<file path="src/rtl/mem_port_arbiter_pkg.sv">
// Shared definitions for the memory port arbiter: bus widths, the
// wait-counter width and the response FSM state encoding.
package mem_port_arbiter_pkg;

    localparam int ADDR_W = 8;
    localparam int DATA_W = 16;
    localparam int WAIT_W = 4;

    typedef enum logic [1:0] {
        RSP_NONE = 2'd0,
        RSP_UP   = 2'd1,
        RSP_HOST = 2'd2
    } rsp_state_e;

endpackage

</file>
<file path="src/rtl/mem_port_arbiter_prio.sv">
// Two-way priority arbiter with starvation guard for the SRAM port.
// start=1 gives the processor priority, start=0 gives the host priority.
// The low-priority side counts its denied cycles and is forced through
// once the count reaches MAX_WAIT. A change of start restarts the count,
// because the denials so far were counted against the other requester.
module arb_prio_2way
    import mem_port_arbiter_pkg::*;
#(
    parameter int MAX_WAIT = 4
) (
    input  logic clk,
    input  logic reset,
    input  logic start,
    input  logic up_req,
    input  logic host_req,
    output logic up_gnt,
    output logic host_gnt
);

    localparam logic [WAIT_W-1:0] MAX_WAIT_V = WAIT_W'(MAX_WAIT);

    logic [WAIT_W-1:0] wait_cnt;
    logic [WAIT_W-1:0] wait_eff;
    logic [WAIT_W-1:0] wait_nxt;
    logic              start_q;
    logic              start_edge;
    logic              low_req;
    logic              high_req;
    logic              low_gnt;
    logic              high_gnt;
    logic              force_low;

    // Resolve priority and grants from the live requests and the wait count
    always_comb begin
        start_edge = start ^ start_q;
        low_req    = start ? host_req : up_req;
        high_req   = start ? up_req   : host_req;
        wait_eff   = start_edge ? '0 : wait_cnt;
        force_low  = low_req && (wait_eff == MAX_WAIT_V);
        low_gnt    = !reset && low_req && (!high_req || force_low);
        high_gnt   = !reset && high_req && !low_gnt;
        up_gnt     = start ? high_gnt : low_gnt;
        host_gnt   = start ? low_gnt  : high_gnt;
        wait_nxt   = '0;
        if (!start_edge && low_req && !low_gnt) begin
            wait_nxt = (wait_eff == MAX_WAIT_V) ? wait_eff : wait_eff + 1'b1;
        end
    end

    // Register the denial count and the previous mode for edge detection
    always_ff @(posedge clk) begin
        start_q <= start;
        if (reset) begin
            wait_cnt <= '0;
        end else begin
            wait_cnt <= wait_nxt;
        end
    end

endmodule

</file>
<file path="src/rtl/mem_port_arbiter.sv">
// Shares one synchronous SRAM between the processor and the host.
// Grants come from arb_prio_2way; this file holds the address/data mux,
// the held SRAM address/data and the read-response FSM.
// Optional macro MEM_PORT_ARBITER_PERF_EN adds per-port grant counters.
module mem_port_arbiter
    import mem_port_arbiter_pkg::*;
#(
    parameter int MAX_WAIT = 4
) (
    input  logic              clk,
    input  logic              reset,
    input  logic              start,
    input  logic              up_req,
    input  logic              up_we,
    input  logic [ADDR_W-1:0] up_addr,
    input  logic [DATA_W-1:0] up_wdata,
    output logic              up_gnt,
    output logic              up_rvalid,
    output logic [DATA_W-1:0] up_rdata,
    input  logic              host_req,
    input  logic              host_we,
    input  logic [ADDR_W-1:0] host_addr,
    input  logic [DATA_W-1:0] host_wdata,
    output logic              host_gnt,
    output logic              host_rvalid,
    output logic [DATA_W-1:0] host_rdata,
    output logic [ADDR_W-1:0] mem_addr,
    output logic [DATA_W-1:0] mem_wdata,
    output logic              mem_wen,
    output logic [7:0]        mem_wen_8bit,
`ifdef MEM_PORT_ARBITER_PERF_EN
    output logic [15:0]       up_grant_cnt,
    output logic [15:0]       host_grant_cnt,
`endif
    input  logic [DATA_W-1:0] mem_rdata
);

    logic [ADDR_W-1:0] addr_q;
    logic [DATA_W-1:0] wdata_q;
    rsp_state_e        rsp_q;
    rsp_state_e        rsp_nxt;

    arb_prio_2way #(
        .MAX_WAIT (MAX_WAIT)
    ) u_arb (
        .clk      (clk),
        .reset    (reset),
        .start    (start),
        .up_req   (up_req),
        .host_req (host_req),
        .up_gnt   (up_gnt),
        .host_gnt (host_gnt)
    );

    // Drive the SRAM from the granted port, otherwise hold the last access
    always_comb begin
        mem_addr  = addr_q;
        mem_wdata = wdata_q;
        mem_wen   = 1'b1;
        if (up_gnt) begin
            mem_addr  = up_addr;
            mem_wdata = up_wdata;
            mem_wen   = ~up_we;
        end else if (host_gnt) begin
            mem_addr  = host_addr;
            mem_wdata = host_wdata;
            mem_wen   = ~host_we;
        end
        mem_wen_8bit = {8{mem_wen}};
    end

    // Response FSM: next owner is whoever got a read this cycle; outputs decode the current owner
    always_comb begin
        rsp_nxt = RSP_NONE;
        if (up_gnt && !up_we) begin
            rsp_nxt = RSP_UP;
        end else if (host_gnt && !host_we) begin
            rsp_nxt = RSP_HOST;
        end
        up_rvalid   = 1'b0;
        up_rdata    = '0;
        host_rvalid = 1'b0;
        host_rdata  = '0;
        if (!reset) begin
            case (rsp_q)
                RSP_UP: begin
                    up_rvalid = 1'b1;
                    up_rdata  = mem_rdata;
                end
                RSP_HOST: begin
                    host_rvalid = 1'b1;
                    host_rdata  = mem_rdata;
                end
                default: begin
                end
            endcase
        end
    end

    // Hold the last SRAM address/data and advance the response FSM
    always_ff @(posedge clk) begin
        if (reset) begin
            addr_q  <= '0;
            wdata_q <= '0;
            rsp_q   <= RSP_NONE;
        end else begin
            addr_q  <= mem_addr;
            wdata_q <= mem_wdata;
            rsp_q   <= rsp_nxt;
        end
    end

`ifdef MEM_PORT_ARBITER_PERF_EN
    // Count grants per port, wrapping naturally at 16 bits
    always_ff @(posedge clk) begin
        if (reset) begin
            up_grant_cnt   <= '0;
            host_grant_cnt <= '0;
        end else begin
            if (up_gnt) begin
                up_grant_cnt <= up_grant_cnt + 16'd1;
            end
            if (host_gnt) begin
                host_grant_cnt <= host_grant_cnt + 16'd1;
            end
        end
    end
`endif

endmodule

</file>
<file path="config.mk">
export PLATFORM = sky130hd
export DESIGN_NAME = mem_port_arbiter
export DESIGN_NICKNAME = d
export VERILOG_FILES = /design/src/rtl/mem_port_arbiter_pkg.sv /design/src/rtl/mem_port_arbiter_prio.sv /design/src/rtl/mem_port_arbiter.sv
export SDC_FILE = /design/constraint.sdc
export NUM_CORES = 1
export LEC_CHECK = 0
export CORE_ASPECT_RATIO = 1.2
export CORE_MARGIN = 3
export CORE_UTILIZATION = 35
export DETAILED_ROUTE_END_ITERATION = 8
export PLACE_DENSITY = 0.81
export SYNTH_ARGS = -nofsm -noshare
export SYNTH_HDL_FRONTEND = slang
export SYNTH_SLANG_ARGS = --single-unit
export TNS_END_PERCENT = 20
</file>
<file path="constraint.sdc">
create_clock -name clk -period 5.15 [get_ports clk]
set_clock_uncertainty 0.05 [all_clocks]
set_input_delay 1.2875 -clock clk [delete_from_list [all_inputs] [get_ports clk]]
set_output_delay 1.2875 -clock clk [all_outputs]
set_load 0.01 [all_outputs]
</file>
==> results of run 1 <==
cell families (layout without fill, tap and decap cells):
kind of cell | Yosys count | after routing | share of synthesized area [%]
xor gates and xnor gates | 3 | 3 | 1.31
and+or+nand+nor | 124 | 124 | 29.4
adders and majority gates | 2 | 2 | 1.24
AOI/OAI and AO/OA | 76 | 76 | 27.6
buffers and inverters | 34 | 180 | 9.64
DFF | 31 | 31 | 30.8
registers in the layout, summed over array words and instances (netlist names):
name,flops
wdata_q,16
addr_q,8
u_arb.start_q,1
rsp_q,2
u_arb.wait_cnt,4
area by class of cell:
class	count	area, um^2
clock inverters	1	5.00
repair buffers	167	1590
fillers	464	1780
well taps	62	77.6
flip-flops and latches	31	621
inverters	5	18.8
clock buffers	7	76.3
multi-input cells	205	1230
per-layer routing:
| metal | track usage [%] | vias to the layer above |
|---|---|---|
| li1 | - | 1239 |
| met1 | 21.7 | 1126 |
| met2 | 37.2 | 113 |
| met3 | 7.31 | 13 |
| met4 | 5.41 | 0 |
| met5 | 0 | - |
worst paths after layout:
kind                                start                           end
min reg2reg  u_arb.wait_cnt[0]$_SDFF_PP0_  u_arb.wait_cnt[0]$_SDFF_PP0_
min          u_arb.wait_cnt[0]$_SDFF_PP0_  u_arb.wait_cnt[0]$_SDFF_PP0_
max                                 start                 mem_wdata[12]
max reg2reg         u_arb.start_q$_DFF_P_         wdata_q[8]$_SDFF_PP0_
power breakdown:
part	switching, uW	internal [uW]
Combinational	102	132
Clock	85.8	94.6
Sequential	4.97	257
Total	193	483
cells in the final DEF (no fill, tap or decap), types with 3 or more instances in the layout:
| master | n |
|---|---|
| a311oi_1 | 21 |
| a311oi_2 | 3 |
| a31oi_1 | 24 |
| and2_1 | 33 |
| buf_4 | 26 |
| clkbuf_8 | 5 |
| clkdlybuf4s50_1 | 112 |
| dfxtp_1 | 31 |
| dlygate4sd2_1 | 24 |
| dlymetal6s2s_1 | 3 |
| inv_1 | 4 |
| nand2_1 | 26 |
| nor2_1 | 53 |
| o21ai_0 | 3 |
| o21ai_1 | 18 |
| o21ai_2 | 3 |
metrics by stage:
stage	hold slack [ns]	instance area (um^2)	TNS, ns
after floorplan	0.364	2010	0
after global placement	0.382	3540	-0.0872
after detailed placement	0.388	3540	-1.13
after CTS	0.397	3590	-0.0608
after global routing	0.417	3620	-0.788
final	0.396	3620	-0.0400
==> qor.csv, run 1 <==
metric;value;unit
status;complete, but fails checks;
failing checks;setup timing;
ys flop type;dfxtp_1;
Cell Chain, Critical Path;clkdlybuf4s50_1 -> xnor2_1 -> and2_1 -> inv_1 -> ha_1 -> and3b_2 -> o211a_4 -> buf_4 -> o21ai_2 -> a31oi_1 -> clkdlybuf4s50_1;
I/O Buffers;139;
DIE HEIGHT;89.1;um
Seq cells post-synth;31;
total gr overflow;0;
Synth warnings;0;
PostCTS Resize Cnt;25;
post-synthesis cell area;2010;um^2
Ant. Diodes;0;
I/O pin total;140;
CTS Buf Count;5;
worst r2r path cells;9;
drt first pass iters;5;
Post-DRT Antenna Nets;0;
first-pass GRT wire length;10600;um
Worst Hold Depth;1;
area grow syn2layout;80.0;%
routed wl met2;3390;um
DR DRC count;0;
Post-synth EDFFs;0;
top post-synthesis cells by area;dfxtp_1 (31%), and2_1 (10%), nor2_1 (10%);
Worst Slack Setup Final;-0.0400;ns
drt initial violations;96;
wire length on met3;744;um
final setup violating endpoints;1;
via/cell ratio;5.21;
sequential element share of the synthesized area;30.8;%
post-DR wirelength/cell;14.3;um
Power Dens Cells;187;nW/um^2
Synth top area share;30.8;%
GP Congestion;0.859;
routed wire length;6820;um
H-tree depth;2;
Worst Hold Class;reg2reg;
Cells after Synth;270;
Sink Count;31;
core area;5410;um^2
maximum VDD drop;162;uV
pre-CTS setup slack;-0.0828;ns
Power, Total;676;uW
layout cells sized above 1;11.5;%
Post-Route M1 WL;2560;um
vias;2491;
die extent in x;75.2;um
Setup crit start kind;input pin;
RSZ-0062 raised after global routing;yes;
crit-path max FO;13;
insertion delay to the later sink of the worst-skew pair;0.28;ns
Async SR Flop Fraction;0;%
CTS max path bufs;2;
synth unique cells;30;
Critical path buffers and inverters;4;
FF-to-FF setup slack;2.62;ns
Post-CTS Hold Fix Bufs;0;
Leakage;0.00146;uW
Mapped Avg Cell Area;7.45;um^2
nets@finish;488;
Yosys top cell by area;dfxtp_1;
top-count cell post-synth;nor2_1;
Detailed Place HPWL;5500;um
Layout Cells excl Fill;478;
slowest CP cell;clkdlybuf4s50_1;
initial antenna violation count;0;
die area;6700;um^2
uppermost layer routed;met4;
slowest stage delay, CP;0.48;ns
largest net degree at the start of global routing;33;
clock-pin slew on the worst setup and hold paths;0.06;ns
Worst Setup End Kind;primary output;
Post-CTS Setup Bufs;0;
Root Buffer;clkbuf_8;
Crit path top cell by count;clkdlybuf4s50_1;
Crit Path Class;in2out;
Tcrit/Tclk final;101;%
list of most frequent post-synthesis cells;nor2_1 (54), and2_1 (33), dfxtp_1 (31);
family with the most delay on the worst path;buffers and inverters;
Rel. slew slack;66.1;%
fin util;67.0;%
CTS tree;done;
Synthesized Nets;343;
Period minus WS final;5.19;ns
Levels on crit path;11;
final hold viol count;0;
fmax;0.193;GHz
Initial Util;37.2;%
Worst EP arrival;3.85;ns
MaxCap Viol Count;0;
vias in the first global route;2366;
Slew Viols, Final;0;
Cells after DPL;470;
WP data required;3.81;ns
Rows;29;
Worst-Margin Slew;0.508;ns
Total GRT Usage;20.3;%
Power figures use the tool's default switching activity.
==> run 2: changes to the inputs <==
--- a/config.mk
+++ b/config.mk
@@ -6,10 +6,10 @@
 export NUM_CORES = 1
 export LEC_CHECK = 0
 export CORE_ASPECT_RATIO = 1.2
-export CORE_MARGIN = 3
 export CORE_UTILIZATION = 35
 export DETAILED_ROUTE_END_ITERATION = 8
 export PLACE_DENSITY = 0.81
+export SLEW_MARGIN = 0
 export SYNTH_ARGS = -nofsm -noshare
 export SYNTH_HDL_FRONTEND = slang
 export SYNTH_SLANG_ARGS = --single-unit
==> constraint.sdc (replaced) <==
create_clock -name clk -period 5.4 [get_ports clk]
set_clock_uncertainty 0.05 [all_clocks]
set_input_delay 1.35 -clock clk [delete_from_list [all_inputs] [get_ports clk]]
set_output_delay 1.35 -clock clk [all_outputs]
set_load 0.01 [all_outputs]
==> run 2 against run 1 <==
  * The flow finishes with violations (DRC)
  * Sequential share of layout area is 0.089 points higher
  * Final cell count fell by 2.1%
  * Critical path depth is the same
  * Global-route usage increased by 2.2 points
  * Core utilization shrank 0.35 points
  * Sequential power decreased by 5%
  * Largest power group unchanged
  * Highest routed layer unchanged
==> qor.csv, run 2 (synthesis results as in run 1) <==
metric;value;unit
die area;6060;um^2
initial antenna violation count;0;
clock-pin slew on the worst setup and hold paths;0.06;ns
Total GRT Usage;22.4;%
Slew Viols, Final;0;
# fillers;460;
vias;2488;
reg-to-reg endpoint;addr_q[3]$_SDFF_PP0_;
crit-path max FO;24;
Worst Setup End Kind;primary output;
slowest stage delay, CP;0.58;ns
area grow syn2layout;79.1;%
failing checks;DRC;
Detailed Place HPWL;5080;um
Largest register FFs;16;
Cells after DPL;458;
drt initial violations;120;
critical path endpoint;mem_wdata[4];
Initial Util;37.2;%
leading registers by flop count;wdata_q: 16 flops, addr_q: 8 flops, u_arb.wait_cnt: 4 flops;
Tcrit/Tclk final;99.8;%
most frequent cells in the layout;clkdlybuf4s50_1 (136), nor2_1 (54), and2_1 (33);
Sink Count;31;
final hold viol count;0;
FF-to-FF setup slack;2.57;ns
Worst Hold Class;reg2reg;
fin util;66.7;%
insertion delay to the later sink of the worst-skew pair;0.28;ns
Crit Path Class;in2out;
Layout Cells excl Fill;468;
layout cells sized above 1;9.36;%
routed wire length;6890;um
CTS max path bufs;2;
Crit path top cell by count;clkdlybuf4s50_1;
GP Congestion;0.822;
Worst EP arrival;3.99;ns
Ant. Diodes;0;
I/O pin total;140;
DR DRC count;15;
fmax;0.186;GHz
I/O Buffers;139;
Cell Chain, Critical Path;clkdlybuf4s50_1 -> xnor2_1 -> and2_1 -> inv_1 -> ha_1 -> and3b_2 -> o221ai_4 -> buf_6 -> nor2_1 -> a31oi_1 -> clkdlybuf4s50_1;
H-tree depth;2;
area of the multi-input gates;1230;um^2
slowest CP cell;clkdlybuf4s50_1;
maximum VDD drop;154;uV
total gr overflow;0;
CTS tree;done;
MaxCap Viol Count;0;
Worst-Margin Slew;1.19;ns
Post-DRT Antenna Nets;0;
vias in the first global route;2280;
DIE HEIGHT;85.1;um
Post-CTS Hold Fix Bufs;0;
RSZ-0062 raised after global routing;yes;
FF+latch area;621;um^2
worst r2r path cells;9;
first-pass GRT wire length;10900;um
drt first pass iters;9;
Power, Total;717;uW
nets@finish;478;
placed cell area;3450;um^2
Leakage;0.00137;uW
status;complete, but fails checks;
Root Buffer;clkbuf_8;
Rows;29;
crit path from;start;
die extent in x;71.2;um
Rel. slew slack;20.4;%
final setup violating endpoints;0;
Power Dens Cells;199;nW/um^2
Setup crit start kind;input pin;
largest net degree at the start of global routing;48;
commonest non-fill, non-tap cell in the layout;clkdlybuf4s50_1;
WP data required;4.00;ns
fin area;3600;um^2
Period minus WS final;5.39;ns
CTS Buf Count;5;
core area;5410;um^2
FF-to-FF Start;u_arb.start_q$_DFF_P_;
largest register by flop count;wdata_q;
via/cell ratio;5.32;
post-DR wirelength/cell;14.7;um
-- run 2: cell count changes in the layout (fill, tap and decap cells not counted), sizes merged --
cell,previous run,this run
o211a,1,2
bufinv,0,1
dlygate4sd2,24,0
clkbuf,7,6
buf,28,17
clkdlybuf4s50,112,136
-- run 2: through the flow --
step	worst slack, ns	hold slack [ns]	setup TNS, ns
after detailed placement	-0.0272	0.404	-0.0734
after global routing	-0.150	0.459	-1.79
after CTS	-0.0116	0.420	-0.0515
after floorplan	0.473	0.364	0
final	0.0129	0.417	0
after global placement	0.0443	0.386	0
-- run 2: repair_timing --
action,in CTS,in global routing
buffers inserted,0,1
pin swaps,0,2
gates resized for setup,2,6
gates cloned,0,1
setup endpoints to repair,11,34
-- run 2: layout make-up --
cell class	count	share of cell area, %
inverters	5	0.521
clock buffers	6	2.29
flip-flops and latches	31	17.2
well taps	62	2.15
multi-input cells	206	34.3
repair buffers	156	42.6
clock inverters	2	0.972
-- run 2: worst min path at each step --
stage / from / to / cells past startpoint
CTS: u_arb.wait_cnt[0]$_SDFF_PP0_ / u_arb.wait_cnt[0]$_SDFF_PP0_ / 1
floorplan: u_arb.wait_cnt[0]$_SDFF_PP0_ / u_arb.wait_cnt[0]$_SDFF_PP0_ / 1
global placement: u_arb.wait_cnt[0]$_SDFF_PP0_ / u_arb.wait_cnt[0]$_SDFF_PP0_ / 1
global route: u_arb.wait_cnt[0]$_SDFF_PP0_ / u_arb.wait_cnt[0]$_SDFF_PP0_ / 1
finish: u_arb.wait_cnt[0]$_SDFF_PP0_ / u_arb.wait_cnt[0]$_SDFF_PP0_ / 1
detailed placement: u_arb.wait_cnt[0]$_SDFF_PP0_ / u_arb.wait_cnt[0]$_SDFF_PP0_ / 1
-- run 2: per-layer routing --
| metal | vias to the layer above | global-route usage, % | share of wire, % |
|---|---|---|---|
| met3 | 6 | 5.70 | 8.6 |
| met5 | - | 0 | 0 |
| met4 | 0 | 4.55 | 0.94 |
| met2 | 116 | 41.7 | 51 |
| met1 | 1143 | 25.6 | 39 |
| li1 | 1223 | - | - |
-- run 2: where the power goes --
group          switching (uW)  total (uW)  internal, uW
registers                4.31         249           245
logic                    99.3         232           133
clock network            86.1         235           149
total                     190         717           527
-- run 2: critical path, delay by kind of cell --
family / cells / cell delay [ns]
adders and majority gates: 1 / 0.22
xor gates and xnor gates: 1 / 0.20
AOI/OAI and AO/OA: 2 / 0.42
buffers and inverters: 4 / 1.30
and+or+nand+nor: 3 / 0.49
==> run 3: changes to the inputs <==
==> constraint.sdc (replaced) <==
create_clock -name clk -period 5.9 [get_ports clk]
set_clock_uncertainty 0.05 [all_clocks]
set_input_delay 1.475 -clock clk [delete_from_list [all_inputs] [get_ports clk]]
set_output_delay 1.475 -clock clk [all_outputs]
set_load 0.01 [all_outputs]
==> run 3 against run 2 <==
  * Power down 18%
  * Wire length down 6.6%
  * Global-route usage down 0.73 points
  * The flow still finishes with violations (DRC)
  * Non-clock buffer count down 7
  * Combinational power down 11%
  * Hold slack worse by 0.0096 ns
  * Clock-buffer cell count up 1
  * Die area unchanged
  * First-iteration DRC count down 18%
  * Final cell count down 1.7%
  * Sequential share of layout area up 0.55 points
==> qor.csv, run 3 (synthesis results as in run 1) <==
metric;value;unit
clock-pin slew on the worst setup and hold paths;0.06;ns
failing checks;DRC;
vias in the first global route;2278;
layout cells sized above 1;6.78;%
Slew Viols, Final;0;
post-DR wirelength/cell;14.0;um
Ant. Diodes;0;
Rows;29;
pre-CTS setup slack;0.0983;ns
fin util;64.6;%
routed wl met2;3340;um
DR DRC count;15;
Worst-Margin Slew;1.24;ns
uppermost layer routed;met4;
Sink Count;31;
leading registers by flop count;wdata_q: 16 flops, addr_q: 8 flops, u_arb.wait_cnt: 4 flops;
CTS Buf Count;5;
fmax;0.175;GHz
Worst EP arrival;4.21;ns
Setup crit start kind;input pin;
core area;5410;um^2
MaxCap Viol Count;0;
Worst Slack Setup Final;0.170;ns
drt initial violations;98;
area grow syn2layout;73.6;%
FF-to-FF Start;u_arb.start_q$_DFF_P_;
Tcrit/Tclk final;97.1;%
Initial Util;37.2;%
Leakage;0.00131;uW
most frequent cells in the layout;clkdlybuf4s50_1 (139), nor2_1 (54), and2_1 (33);
insertion delay to the later sink of the worst-skew pair;0.28;ns
Worst Setup End Kind;primary output;
CTS max path bufs;2;
WP data required;4.38;ns
initial antenna violation count;0;
die area;6060;um^2
Power, Total;590;uW
Post-CTS Hold Fix Bufs;0;
maximum VDD drop;138;uV
status;complete, but fails checks;
via/cell ratio;5.28;
Worst Hold Class;reg2reg;
crit-path max FO;24;
GP Congestion;0.863;
Detailed Place HPWL;4960;um
drt first pass iters;7;
first-pass GRT wire length;10600;um
Power Dens Cells;169;nW/um^2
vias;2430;
Largest register FFs;16;
H-tree depth;2;
DIE HEIGHT;85.1;um
wire length on met3;571;um
commonest non-fill, non-tap cell in the layout;clkdlybuf4s50_1;
die extent in x;71.2;um
Post-Route M1 WL;2400;um
Root Buffer;clkbuf_8;
Post-CTS Setup Bufs;0;
hold slack;0.408;ns
I/O pin total;140;
RSZ-0062 raised after global routing;yes;
final hold viol count;0;
crit path from;start;
largest register by flop count;wdata_q;
Rel. slew slack;17.2;%
Post-DRT Antenna Nets;0;
CTS tree;done;
Crit Path Class;in2out;
total gr overflow;0;
setup TNS;0;ns
Period minus WS final;5.73;ns
largest net degree at the start of global routing;49;
I/O Buffers;139;
final setup violating endpoints;0;
worst hold start;u_arb.wait_cnt[0]$_SDFF_PP0_;
routed wire length;6430;um
Total GRT Usage;21.7;%
nets@finish;470;
[run 3: cell types whose count changed in the layout (fill, tap and decap cells not counted), sizes merged]
cell	change
o211a	-1
clkdlybuf4s50	+3
dlymetal6s2s	-3
clkbuf	+1
buf	-7
bufinv	-1
[run 3: worst max-delay path, cell delays in order]
cell and delay, ns:
clkdlybuf4s50_1 0.47, xnor2_2 0.23, and2_1 0.19, inv_1 0.05
ha_1 0.21, and3b_2 0.26, o221ai_4 0.19, buf_4 0.29
nor2_1 0.07, a31oi_1 0.20, clkdlybuf4s50_1 0.58
[run 3: stage by stage]
| stage | cell area (um^2) | std cells |
|---|---|---|
| after floorplan | 2010 | 270 |
| after global placement | 3400 | 452 |
| after detailed placement | 3400 | 452 |
| after CTS | 3480 | 460 |
| after global routing | 3490 | 460 |
| final | 3490 | 460 |
[run 3: final cells by class]
class / count / area [um^2]
Clock buffer: 7 / 76.3
Clock inverter: 1 / 5.00
Fill cell: 481 / 1910
Inverter: 5 / 18.8
Multi-Input combinational cell: 205 / 1230
Sequential cell: 31 / 621
Tap cell: 62 / 77.6
Timing Repair Buffer: 149 / 1470
[run 3: what timing repair did]
| action | CTS | global route |
|---|---|---|
| setup endpoints to repair | 0 | 33 |
| hold endpoints to repair | 0 | 0 |
| gates resized for setup | 0 | 1 |
[run 3: final timing paths]
| check | to | slack, ns | cells after the start |
|---|---|---|---|
| max reg2reg | wdata_q[11]$_SDFF_PP0_ | 3.13 | 8 |
| max | mem_wdata[4] | 0.17 | 11 |
| min reg2reg | u_arb.wait_cnt[0]$_SDFF_PP0_ | 0.41 | 1 |
| min | u_arb.wait_cnt[0]$_SDFF_PP0_ | 0.41 | 1 |
[run 3: layer usage]
metal  vias up  track usage (%)
met4         0             6.73
li1       1200                -
met1      1110             23.1
met3        14             6.89
met5         -                0
met2       106             40.2
[run 3: power breakdown]
part	total, uW	internal [uW]	leakage [uW]	switching [uW]
logic	206	118	0.00101	88.2
registers	228	224	0.000257	3.76
clock network	156	82.5	0.0000422	73.3
total	590	425	0.00131	165
